==> src/rtl/fp_cmp_arbiter.sv <==
// fp_cmp_arbiter: shares one combinational FP comparator between two
// requesters. Round-robin grant, one registered operand stage feeding the
// comparator, one registered response stage tagged with the requester ID,
// and a sticky invalid-operation flag for the FP CSR.
module fp_cmp_arbiter #(
    parameter int DATA_WIDTH = 64
) (
    input  logic                  in_clk,
    input  logic                  in_rst_n,
    input  logic [1:0]            in_req_valid,
    output logic [1:0]            out_req_ready,
    input  logic [DATA_WIDTH-1:0] in_req0_numA,
    input  logic [DATA_WIDTH-1:0] in_req0_numB,
    input  logic [DATA_WIDTH-1:0] in_req1_numA,
    input  logic [DATA_WIDTH-1:0] in_req1_numB,
    input  logic [1:0]            in_req0_cmp_type,
    input  logic [1:0]            in_req1_cmp_type,
    input  logic                  in_req0_fmt,
    input  logic                  in_req1_fmt,
    output logic [DATA_WIDTH-1:0] out_cmp_numA,
    output logic [DATA_WIDTH-1:0] out_cmp_numB,
    output logic [1:0]            out_cmp_type,
    output logic                  out_cmp_fmt,
    input  logic [DATA_WIDTH-1:0] in_cmp_data,
    input  logic                  in_cmp_flag_NV,
    output logic                  out_rsp_valid,
    input  logic                  in_rsp_ready,
    output logic                  out_rsp_id,
    output logic [DATA_WIDTH-1:0] out_rsp_data,
    output logic                  out_rsp_NV,
    input  logic                  in_nv_clr,
    output logic                  out_nv_sticky
);

    typedef enum logic [1:0] {
        IDLE = 2'd0,
        CMP  = 2'd1,
        RESP = 2'd2
    } state_t;

    state_t                  state;
    state_t                  state_next;

    logic                    last_grant;
    logic [1:0]              grant;
    logic                    accept_window;
    logic [1:0]              ready;
    logic                    accept;
    logic                    accept_id;
    logic                    capture;

    logic                    op_id;
    logic                    rsp_id;
    logic                    rsp_nv;
    logic [DATA_WIDTH-1:0]   rsp_data;
    logic                    nv_sticky;

    logic [DATA_WIDTH-1:0]   cmp_a;
    logic [DATA_WIDTH-1:0]   cmp_b;
    logic [1:0]              cmp_type;
    logic                    cmp_fmt;

    // Round-robin grant: a lone requester always wins; under contention the
    // requester that did not win last time is chosen.
    always_comb begin
        grant = 2'b00;
        case (in_req_valid)
            2'b01:   grant = 2'b01;
            2'b10:   grant = 2'b10;
            2'b11:   grant = last_grant ? 2'b01 : 2'b10;
            default: grant = 2'b00;
        endcase
    end

    // A new request can enter when idle, or in the same cycle the pending
    // response is consumed, which gives back-to-back operation.
    assign accept_window = (state == IDLE) || ((state == RESP) && in_rsp_ready);
    assign ready         = grant & {2{accept_window}};
    assign accept        = |(in_req_valid & ready);
    assign accept_id     = ready[1];
    assign capture       = (state == CMP);

    // FSM state register.
    always_ff @(posedge in_clk or negedge in_rst_n) begin
        if (!in_rst_n) begin
            state <= IDLE;
        end else begin
            state <= state_next;
        end
    end

    // FSM next-state: CMP lasts exactly one cycle, RESP waits for the consumer.
    always_comb begin
        state_next = state;
        case (state)
            IDLE: begin
                if (accept) begin
                    state_next = CMP;
                end
            end
            CMP: begin
                state_next = RESP;
            end
            RESP: begin
                if (in_rsp_ready) begin
                    state_next = accept ? CMP : IDLE;
                end
            end
            default: begin
                state_next = IDLE;
            end
        endcase
    end

    // Remember the last winner so contention alternates between requesters;
    // reset value 1 lets requester 0 win first.
    always_ff @(posedge in_clk or negedge in_rst_n) begin
        if (!in_rst_n) begin
            last_grant <= 1'b1;
        end else if (accept) begin
            last_grant <= accept_id;
        end
    end

    // Operand stage: latch the granted request; these registers drive the
    // comparator directly and hold their value outside CMP.
    always_ff @(posedge in_clk or negedge in_rst_n) begin
        if (!in_rst_n) begin
            cmp_a    <= '0;
            cmp_b    <= '0;
            cmp_type <= 2'b00;
            cmp_fmt  <= 1'b0;
            op_id    <= 1'b0;
        end else if (accept) begin
            cmp_a    <= accept_id ? in_req1_numA     : in_req0_numA;
            cmp_b    <= accept_id ? in_req1_numB     : in_req0_numB;
            cmp_type <= accept_id ? in_req1_cmp_type : in_req0_cmp_type;
            cmp_fmt  <= accept_id ? in_req1_fmt      : in_req0_fmt;
            op_id    <= accept_id;
        end
    end

    // Response stage: capture the comparator result at the end of CMP; the
    // values hold through any backpressure in RESP.
    always_ff @(posedge in_clk or negedge in_rst_n) begin
        if (!in_rst_n) begin
            rsp_data <= '0;
            rsp_nv   <= 1'b0;
            rsp_id   <= 1'b0;
        end else if (capture) begin
            rsp_data <= in_cmp_data;
            rsp_nv   <= in_cmp_flag_NV;
            rsp_id   <= op_id;
        end
    end

    // Sticky NV: a capture raising NV takes precedence over a simultaneous clear.
    always_ff @(posedge in_clk or negedge in_rst_n) begin
        if (!in_rst_n) begin
            nv_sticky <= 1'b0;
        end else if (capture && in_cmp_flag_NV) begin
            nv_sticky <= 1'b1;
        end else if (in_nv_clr) begin
            nv_sticky <= 1'b0;
        end
    end

    assign out_req_ready = ready;
    assign out_cmp_numA  = cmp_a;
    assign out_cmp_numB  = cmp_b;
    assign out_cmp_type  = cmp_type;
    assign out_cmp_fmt   = cmp_fmt;
    assign out_rsp_valid = (state == RESP);
    assign out_rsp_id    = rsp_id;
    assign out_rsp_data  = rsp_data;
    assign out_rsp_NV    = rsp_nv;
    assign out_nv_sticky = nv_sticky;

endmodule

==> config.mk <==
export PLATFORM = sky130hd
export DESIGN_NAME = fp_cmp_arbiter
export DESIGN_NICKNAME = d
export VERILOG_FILES = /design/src/rtl/fp_cmp_arbiter.sv
export SDC_FILE = /design/constraint.sdc
export NUM_CORES = 1
export LEC_CHECK = 0
export ABC_CLOCK_PERIOD_IN_PS = 2400
export BUFFER_PORTS_ARGS = -buffer_cell sky130_fd_sc_hd__buf_4
export CAP_MARGIN = 20
export CORE_AREA = 2 2 205 207
export CTS_CLUSTER_SIZE = 14
export DETAILED_ROUTE_END_ITERATION = 8
export DIE_AREA = 0 0 207 209
export GPL_ROUTABILITY_DRIVEN = 0
export PLACE_DENSITY = 0.5
export SLEW_MARGIN = 20
export SYNTH_ARGS = -nofsm -noshare
export SYNTH_HDL_FRONTEND = slang
export SYNTH_SLANG_ARGS = --single-unit
==> constraint.sdc <==
create_clock -name in_clk -period 2.4 [get_ports in_clk]
set_input_delay 0.36 -clock in_clk [delete_from_list [all_inputs] [get_ports in_clk]]
set_output_delay 0.36 -clock in_clk [all_outputs]
set_load 0.05 [all_outputs]
Yosys cells after proc, flatten, opt, wreduce, memory -nomap -nowiden

Index checks and enable logic that the tools add are counted.

Register bits after elaboration: 202
Bits of input ports: 333
Output and inout bits: 201
Logic and storage cells: 39

Eq/ne operators: 7
Muxes and demuxes: 12
Bitwise gates (word level): 2
Reduce and logical (&&, ||, !) cells: 7

Operator list:

| kind                                                  | count |
|---|---|
| two-way mux 64 bit                                    | 2 |
| one-hot mux 2 bit (3 select lines)                    | 2 |
| two-way mux 2 bit                                     | 4 |
| == test 2 bit, second input constant                  | 3 |
| bitwise AND 2 bit                                     | 2 |
| == test 2 x 1 -> 1 bit, second input constant         | 2 |
| two-way mux 1 bit                                     | 4 |
| logical AND 1 bit                                     | 2 |
| zero test 2 bit                                       | 1 |
| inequality test 2 x 1 -> 1 bit, second input constant | 1 |
| inequality test 2 bit, second input constant          | 1 |
| AND reduction 2 bit                                   | 1 |
| nonzero test 2 bit                                    | 1 |
| OR reduction 2 bit                                    | 1 |
| logical OR 1 bit                                      | 1 |

Depth between registers and ports, before layout

Gate-level depths: netlist of run 1.

Word-level depth: 9
Gate-level depth with buffers: 7
Mapped depth without buffers: 3

Least setup slack after synthesis of run 1

No wires, ideal clock.

Path kind: register to output
Start point: register last_grant
End point: output out_req_ready[1]
Arrival: 2,078 ps
Data required time: 2,040 ps
Path slack: -38 ps
Stages on the path, launching flop included: 5
Buffers on the path: 2
Cell sequence: dfstp_2 -> a21bo_2 -> buf_2 -> clkbuf_1 -> nor3_1

Word-level cells in the longest chain between the ends: 3

Ends and longest elaborated chain:

| item                               | RTL line | RTL |
|---|---|---|
| from (decl)                        | 44       | `logic last_grant;` |
| from (signal assigned)             | 121      | `last_grant <= accept_id;` |
| two-way mux 2 bit                  | 70       | `2'b11: grant = last_grant ? 2'b01 : 2'b10;` |
| one-hot mux 2 bit (3 select lines) | 67       | `case (in_req_valid)` |
| bitwise AND 2 bit                  | 78       | `assign ready = grant & {2{accept_window}};` |
| to (decl)                          | 11       | `output logic [1:0] out_req_ready,` |

Every way passes these cells.

Worst setup path in the final report of run 1

Start point: register state[1]
End point: output out_req_ready[0]

Word-level cells in the longest chain between the ends: 4
Elaborated cells between the ends (all ways): 5
Those cells by class: 1 x eq/ne; 1 x bitwise; 3 x reduce/logical

Ends and longest elaborated chain:

| item                   | RTL line | RTL |
|---|---|---|
| from (decl)            | 41       | `state_t state;` |
| from (signal assigned) | 88       | `state <= state_next;` |
| == test 2 bit          | 77       | `assign accept_window = (state == IDLE) \|\| ((state == RESP) && in_rsp_ready);` |
| logical AND 1 bit      | 77       |  |
| logical OR 1 bit *     | 77       |  |
| bitwise AND 2 bit *    | 78       |  |

Every way passes the cells marked *; elsewhere a longest branch is shown, timed or not.

==> metrics, run 1 <==
H-tree levels 1; Psw 0.0126 W; fin nets 1736; worst-path fanout max 13; clock root cell clkbuf_16; register area 5060 µm²; Detailed Place HPWL 29.2 mm; Cell Pwr Density 1590 nW/µm²; first-pass GRT wire length 65.7 mm; sequential share of the synthesized area 50.8%; outcome finished, final reports clean; antenna-violating nets left 0; die height 209 µm; Seq cells post-synth 202; Chip Width 207 µm; Yosys warning count 0; post-CTS setup buffer count 0; Comb power frac 59.3%; min-delay worst type in -> reg; Synth Cell Area 9950 µm²; synth unique cells 24; 1st-pass router iterations 5; # port buffers 533; CORE AREA 41300 µm²; commonest non-fill, non-tap cells in the layout 546 x buf_4, 212 x o31ai_1, 200 x dfrtp_1; DIE AREA 43300 µm²; Clock Skew 0.0101 ns; Top Ports 534; worst-margin pin slew 0.742 ns; CP Data Arrival Time 1.97 ns; Starting Density 24.1%; worst vdd ir 602 µV; Syn Area/Cell 10.6 µm²; share of cells above drive strength 1 51.3%; Vias per Instance 5.10; clock tree buffer depth 3; gr ovfl total 0; via count 10000; Tmin final 2.33 ns; Synth Instances 935; RSZ-0062 raised after global routing no; Post-route DRC 0; cell-internal power 0.0121 W; Num CTS Buffers 26; Fmax 429 MHz; First DRT Iteration DRCs 517; vias in the first global route 10300; CTS clock-pin slew for the worst setup and hold paths 0.06 ns; multi-input logic area 4420 µm²; largest area contributor in the netlist dfrtp_1; Design Power 0.0246 W; crit path launch type register; data required time of the critical path 2.04 ns; post-synthesis net count 1268; Lkg Pwr 7.17 nW; share of the synthesized area in the top cell type 50.5%; initial antenna violation count 1; Slew Viols, Final 0; ranking of synthesized cells by area dfrtp_1 51%, o31ai_1 16%, a31oi_1 8.2%, mux2_2 7.4%, o31ai_2 6.3%; Layout fillers 4186; final WL 43.5 mm; global-route usage over all layers 19.2%; max_slew headroom 50.5%; per-cell routed wire length 22.2 µm; CTS tree yes; CTS sink cnt 202; Flop pwr share 24.7%; Max Cap Viol 0; Core Rows 75; Fin Setup TNS 0 ns; endpoint class of the critical path output pin; clock share of power 16.0%; synthesis-to-layout area growth 55.3%; Tcrit/Tclk final 97.2%; largest net degree at the start of global routing 132; final setup fails 0; switch share 51.0%; Clock Latency Late Sink 0.54 ns; endpoints failing hold 0; CP Class reg -> out; most common cell after layout, fill and taps aside buf_4
==> sequential cells by signal, summed over array words and instances, names as in the netlist <==
signal         count
out_rsp_data      64
out_cmp_numB      64
out_cmp_numA      64
op_id              1
out_rsp_NV         1
last_grant         1
out_cmp_fmt        1
out_rsp_id         1
state              2
out_cmp_type       2
out_nv_sticky      1
==> power by group through the flow <==
stage / clock network (W) / registers (W) / logic, W
after global placement: 0 / 0.00606 / 0.0147
after floorplan: 0 / 0.0118 / 0.00402
final: 0.00394 / 0.00607 / 0.0146
after CTS: 0.00405 / 0.00608 / 0.0148
after global routing: 0.00417 / 0.00629 / 0.0153
after detailed placement: 0 / 0.00611 / 0.0147
==> metrics by stage <==
stage          instances  worst slack, ns  area (µm²)  hold slack [ns]  util, %
2_1_floorplan        935           0.0620        9960           0.0644        -
3_3_place_gp        1912            0.524       14600            0.315     35.3
3_5_place_dp        1912            0.476       14600            0.311     35.3
4_1_cts             1962           0.0120       15500           0.0201     37.4
5_1_grt             1962          0.00421       15500           0.0323     37.4
6_report            1963           0.0682       15500           0.0523     37.4
==> logic make-up (layout without fill, tap and decap cells) <==
group	count (synthesis)	in the layout	synth area share (%)
mux	65	65	7.35
simple gates	142	142	5.53
flops	202	202	50.8
compound gates	399	399	31.0
other cells	0	1	0
buf+inv	127	615	5.33
==> worst paths after layout <==
| path | slack, ns | cells after the start | to | start |
|---|---|---|---|---|
| max | 0.07 | 4 | out_req_ready[0] | state[1] |
| min reg2reg | 0.48 | 2 | out_rsp_NV | out_rsp_NV |
| min in group asynchronous | 0.32 | 2 | out_cmp_numB[3] | in_rst_n |
| max reg2reg | 0.42 | 4 | out_cmp_numA[26] | last_grant |
| max in group asynchronous | 1.32 | 3 | out_cmp_numB[25] | in_rst_n |
| min | 0.05 | 2 | out_rsp_data[21] | in_cmp_data[21] |
==> layer usage <==
layer	vias to the layer above	track usage [%]	part of all wire [%]
met5	-	0	0
met4	0	7.02	3.3
met3	70	4.63	7.3
met2	444	31.1	49
met1	4976	24.8	41
li1	4525	-	-
==> critical path, cell delays in order, from the launching register on <==
cell and delay [ns]:
dfrtp_1 0.38, nor2b_4 0.13, or3_4 0.50, nor2_2 0.18, buf_4 0.23
==> what timing repair did <==
action                                 4_1_cts  5_1_grt
hold buffers                                 2        0
resized for setup                            1        0
endpoints found under the hold margin       40        0
setup endpoints to repair                    1        0
==> synth_stat cells, drive strengths merged <==
cell type,count
dfrtp,201
dfstp,1
buf,21
mux2,65
nor2,133
nand2,2
or3,1
a21boi,1
clkinv,1
a31oi,131
nand3b,1
nor2b,2
nand2b,2
nor3,1
o21ai,2
a21o,2
o31ai,262
a21bo,1
inv,2
clkbuf,103
==> area by class of cell <==
class,count,share of cell area [%]
diodes,1,0.0162
clock buffers,40,5.07
multi-input cells,606,28.6
well taps,539,4.36
flip-flops and latches,202,32.7
clock inverters,8,0.478
repair buffers,564,28.7
inverters,3,0.0890
Note: power is estimated with default switching activity, not from simulation.
==> run 2, diff against run 1 <==
Settings changed: ABC_CLOCK_PERIOD_IN_PS 2400 to 2600.
Clock period 2.4 ns to 2.6 ns, I/O delays scaled along.
==> run 2 against run 1 <==
Against the previous run:
- first-iteration DRC count rose by 6.6%
- largest cell class unchanged
- via count rose by 0.22%
- design area rose by 0.40%
- clock power barely moved
- global-route usage fell by 0.070 points
- worst setup slack improved by 0.10 ns
==> metrics, run 2 (same netlist as run 1, synthesis figures left out) <==
outcome finished, final reports clean (unchanged); max_slew headroom 48.3% (was 50.5%); RSZ-0062 raised after global routing no (unchanged); endpoints failing hold 0 (unchanged); clock tree buffer depth 3 (unchanged); setup ws final 0.172 ns (was 0.0682 ns); source of the worst hold timing path in_nv_clr (was in_cmp_data[21]); sequence of cells on the critical path or3_4 -> nor2_1 -> buf_4 (was nor2b_4 -> or3_4 -> nor2_2 -> buf_4); 1st-pass router iterations 5 (unchanged); min-delay worst type in -> reg (unchanged); most common cell after layout, fill and taps aside buf_4 (unchanged); CTS tree yes (unchanged); Starting Density 24.1% (unchanged); CORE AREA 41300 µm² (unchanged); Clock Skew 0.00916 ns (was 0.0101 ns); Top Ports 534 (unchanged); die height 209 µm (unchanged); Crit-path slowest cell dfrtp_4 (was or3_4); Chip Width 207 µm (unchanged); First DRT Iteration DRCs 551 (was 517); largest net degree at the start of global routing 132 (unchanged); worst vdd ir 544 µV (was 602 µV); Fin Setup TNS 0 ns (unchanged); final WL 43.0 mm (was 43.5 mm); worst-case reg-to-reg path depth 4 (unchanged); CTS sink cnt 202 (unchanged); Min-Delay Path Depth 2 (unchanged); CP startpoint state[0] (was state[1]); global-route usage over all layers 19.1% (was 19.2%); # port buffers 533 (unchanged); data required time of the critical path 2.21 ns (was 2.04 ns); Max Cap Viol 0 (unchanged); worst-margin pin slew 0.775 ns (was 0.742 ns); via count 10000 (about the same); Slew Viols, Final 0 (unchanged); initial antenna violation count 0 (was 1); Cell Pwr Density 1480 nW/µm² (was 1590 nW/µm²); per-cell routed wire length 22.0 µm (was 22.2 µm); final setup fails 0 (unchanged); critical path's largest stage delay 0.59 ns (was 0.50 ns); DIE AREA 43300 µm² (unchanged); CP Data Arrival Time 2.04 ns (was 1.97 ns); Antenna Cells 0 (was 1); commonest non-fill, non-tap cells in the layout 543 x buf_4, 212 x o31ai_1, 200 x dfrtp_1 (was 546 x buf_4, 212 x o31ai_1, 200 x dfrtp_1); first-pass GRT wire length 65.5 mm (was 65.7 mm); worst-path fanout max 16 (was 13); worst reg2reg startpoint last_grant (unchanged); share of cells above drive strength 1 51.3% (about the same); endpoint class of the critical path output pin (unchanged); fin nets 1732 (was 1736); Layout fillers 4143 (was 4186); Fmax 412 MHz; CP Class reg -> out (unchanged); clock root cell clkbuf_16 (unchanged); Post-route DRC 0 (unchanged); Tcrit/Tclk final 93.4%; H-tree levels 1 (unchanged); CTS clock-pin slew for the worst setup and hold paths 0.06 ns (about the same); antenna-violating nets left 0 (unchanged); Design Power 0.0230 W (was 0.0246 W); synthesis-to-layout area growth 56.0% (was 55.3%); Tmin final 2.43 ns; post-CTS setup buffer count 0 (unchanged); DP Worst Slack 0.472 ns (was 0.476 ns); Core Rows 75 (unchanged); Clock Latency Late Sink 0.53 ns (was 0.54 ns); Num CTS Buffers 25 (was 26); crit path launch type register (unchanged); gr ovfl total 0 (unchanged); Detailed Place HPWL 29.0 mm (was 29.2 mm); vias in the first global route 10400 (was 10300); Vias per Instance 5.13 (was 5.10); Lkg Pwr 7.21 nW (was 7.17 nW)
[run 2: report_power, final]
part           switching, W  total [W]  internal (W)
Clock               0.00143    0.00396       0.00253
Sequential         0.000913    0.00563       0.00472
Combinational       0.00921     0.0135       0.00424
Total                0.0116     0.0230        0.0115
[run 2: worst paths after layout]
| check | to | slack [ns] |
|---|---|---|
| worst max-delay path | out_req_ready[0] | 0.17 |
| worst min-delay path | out_nv_sticky | 0.05 |
| worst max register to register | out_cmp_numA[34] | 0.64 |
| worst min register to register | op_id | 0.50 |
| max in group asynchronous | out_rsp_data[42] | 1.41 |
| min in group asynchronous | out_cmp_numA[61] | 0.43 |
[run 2: area by class of cell]
| type | count | area, µm² | area share [%] |
|---|---|---|---|
| Sequential cell | 202 | 5060 | 32.6 |
| Inverter | 3 | 13.8 | 0.0887 |
| Tap cell | 539 | 674 | 4.35 |
| Clock inverter | 11 | 209 | 1.35 |
| Multi-Input combinational cell | 606 | 4420 | 28.5 |
| Timing Repair Buffer | 561 | 4420 | 28.5 |
| Clock buffer | 35 | 723 | 4.66 |
[run 2: critical path: cells and delay by family (launching register included)]
family,cells,cell delay [ns]
flops,1,0.59
buf+inv,1,0.24
simple gates,2,0.67
[run 2: per-layer routing]
metal / part of all wire, % / global-route usage [%] / vias to the layer above
met3: 7.1 / 4.70 / 62
met1: 41 / 24.1 / 5003
met4: 2.9 / 5.39 / 0
met5: 0 / 0 / -
li1: - / - / 4517
met2: 49 / 32.4 / 455
[run 2: timing repair]
| item | 4_1_cts | 5_1_grt |
|---|---|---|
| hold buffers | 1 | 0 |
| resized for setup | 1 | 0 |
| endpoints found under the setup margin | 1 | 0 |
| endpoints found under the hold margin | 66 | 0 |
[run 2: stage by stage]
step           util, %  cells  hold slack [ns]  cell area (µm²)
2_1_floorplan        -    935           0.0944             9950
3_3_place_gp      35.3   1910            0.439            14600
3_5_place_dp      35.3   1910            0.438            14600
4_1_cts           37.6   1957           0.0144            15500
5_1_grt           37.6   1957           0.0386            15500
6_report          37.6   1957           0.0472            15500
==> run 3, diff against run 2 <==
Settings changed: CELL_PAD_IN_SITES_DETAIL_PLACEMENT set to 1, CELL_PAD_IN_SITES_GLOBAL_PLACEMENT set to 2, PLACE_DENSITY 0.5 to 0.77.
==> run 3 against run 2 <==
Against the previous run:
- clock-buffer cell count grew 1
- fmax shrank 1.2%
- first-iteration DRC count shrank 22%
- non-clock buffer count grew 6
- sequential share of layout area is essentially flat
- worst hold slack gained 0.0015 ns
==> metrics, run 3 (same netlist as run 1, synthesis figures left out) <==
Post-route DRC 0 (unchanged); reg2reg end out_cmp_numA[24] (was out_cmp_numA[34]); H-tree levels 1 (unchanged); share of cells above drive strength 1 51.6% (was 51.3%); multi-input logic area 4410 µm² (was 4420 µm²); max_slew headroom 40.1% (was 48.3%); Num CTS Buffers 26 (was 25); global-route usage over all layers 20.0% (was 19.1%); Tmin final 2.46 ns (was 2.43 ns); setup ws final 0.142 ns (was 0.172 ns); RSZ-0062 raised after global routing no (unchanged); DP Worst Slack 0.483 ns (was 0.472 ns); CP Class reg -> out (unchanged); Min-Delay Path Depth 2 (unchanged); Vias per Instance 5.10 (was 5.13); Design Area, Final 15500 µm² (about the same); fin nets 1739 (was 1732); final setup fails 0 (unchanged); 1st-pass router iterations 4 (was 5); CTS clock-pin slew for the worst setup and hold paths 0.06 ns (about the same); Post-Place Cells 1916 (was 1910); CTS tree yes (unchanged); antenna-violating nets left 0 (unchanged); endpoints failing hold 0 (unchanged); Clock Skew 0.00846 ns (was 0.00916 ns); Slew Viols, Final 0 (unchanged); commonest non-fill, non-tap cells in the layout 551 x buf_4, 212 x o31ai_1, 200 x dfrtp_1 (was 543 x buf_4, 212 x o31ai_1, 200 x dfrtp_1); Fmax 407 MHz (was 412 MHz); worst vdd ir 507 µV (was 544 µV); clock root cell clkbuf_16 (unchanged); First DRT Iteration DRCs 428 (was 551); Top Ports 534 (unchanged); per-cell routed wire length 22.9 µm (was 22.0 µm); worst-path fanout max 32 (was 16); source of the worst hold timing path in_nv_clr (unchanged); Lkg Pwr 7.20 nW (was 7.21 nW); Layout Cells excl Fill 1965 (was 1957); Starting Density 24.1% (unchanged); via count 10000 (about the same); Placed Area 14600 µm² (about the same); data required time of the critical path 2.21 ns (about the same); Clock Latency Late Sink 0.53 ns (about the same); DIE AREA 43300 µm² (unchanged); min-delay worst type in -> reg (unchanged); CP Data Arrival Time 2.07 ns (was 2.04 ns); CP startpoint state[1] (was state[0]); final WL 45.0 mm (was 43.0 mm); gr ovfl total 0 (unchanged); Core Rows 75 (unchanged); Cell Pwr Density 1480 nW/µm² (about the same); post-CTS setup buffer count 0 (unchanged); CTS sink cnt 202 (unchanged); vias in the first global route 10700 (was 10400); Detailed Place HPWL 31.3 mm (was 29.0 mm); Tcrit/Tclk final 94.5% (was 93.4%); Hold EP out_nv_sticky (unchanged); worst-case reg-to-reg path depth 5 (was 4); clock tree buffer depth 3 (unchanged); Fin Setup TNS 0 ns (unchanged); Max Cap Viol 0 (unchanged); Layout fillers 4719 (was 4143); Antenna Cells 0 (unchanged); most common cell after layout, fill and taps aside buf_4 (unchanged); CORE AREA 41300 µm² (unchanged); die height 209 µm (unchanged); largest net degree at the start of global routing 132 (unchanged); endpoint class of the critical path output pin (unchanged); first-pass GRT wire length 68.2 mm (was 65.5 mm); Chip Width 207 µm (unchanged); outcome finished, final reports clean (unchanged); # port buffers 533 (unchanged); worst-margin pin slew 0.898 ns (was 0.775 ns); initial antenna violation count 0 (unchanged); synthesis-to-layout area growth 55.8% (was 56.0%); register area 5060 µm² (unchanged); worst reg2reg startpoint state[1] (was last_grant); Design Power 0.0230 W (about the same); FF-to-FF setup slack 0.51 ns (was 0.64 ns); crit path launch type register (unchanged)
-- run 3: changes by cell type in the layout (fill, tap and decap cells not counted), moves of 2 or more --
cell / before / now
buf_4: 543 / 551
buf_12: 16 / 14
bufinv_16: 6 / 3
clkbuf_16: 25 / 27
clkinvlp_4: 0 / 3
-- run 3: worst max-delay path: stages (launching register included) --
cell and delay (ns):
dfrtp_1 0.43, nor2b_4 0.16, or3_4 0.53, nor2_1 0.17, buf_4 0.23
-- run 3: final cells by class --
class	count	area share [%]
inverter	3	0.0887
clock inverter	12	0.944
sequential	202	32.6
tap	539	4.35
multi-input combinational	606	28.5
timing repair buffer	567	28.6
clock buffer	36	4.90
-- run 3: worst max-delay path by stage --
stage,end,slack (ns),cells past startpoint
floorplan,out_req_ready[1],0.10,4
global placement,out_cmp_numA[41],0.48,5
detailed placement,out_cmp_numA[0],0.48,5
CTS,out_req_ready[0],0.04,4
global route,out_req_ready[0],0.03,4
finish,out_req_ready[0],0.14,4
-- run 3: per-stage QoR --
| stage | utilization, % | hold WS (ns) |
|---|---|---|
| floorplan | - | 0.0944 |
| global placement | 35.3 | 0.389 |
| detailed placement | 35.3 | 0.383 |
| CTS | 37.6 | 0.0276 |
| global route | 37.6 | 0.0418 |
| finish | 37.6 | 0.0487 |
-- run 3: power breakdown --
part | leakage (nW) | internal [W] | switching [W]
clock | 0.440 | 0.00234 | 0.00146
sequential | 2.44 | 0.00472 | 0.000910
combinational | 4.32 | 0.00424 | 0.00930
total | 7.20 | 0.0113 | 0.0117
-- run 3: timing repair --
item	4_1_cts	5_1_grt
endpoints found under the setup margin	0	2
gates resized for setup	0	1
hold endpoints to repair	57	0
hold buffers	1	0
-- run 3: layer usage --
metal | track usage (%) | wire length [µm]
met3 | 4.73 | 2910
met4 | 5.10 | 976
met1 | 25.0 | 18300
met2 | 34.6 | 22800
met5 | 0 | 0
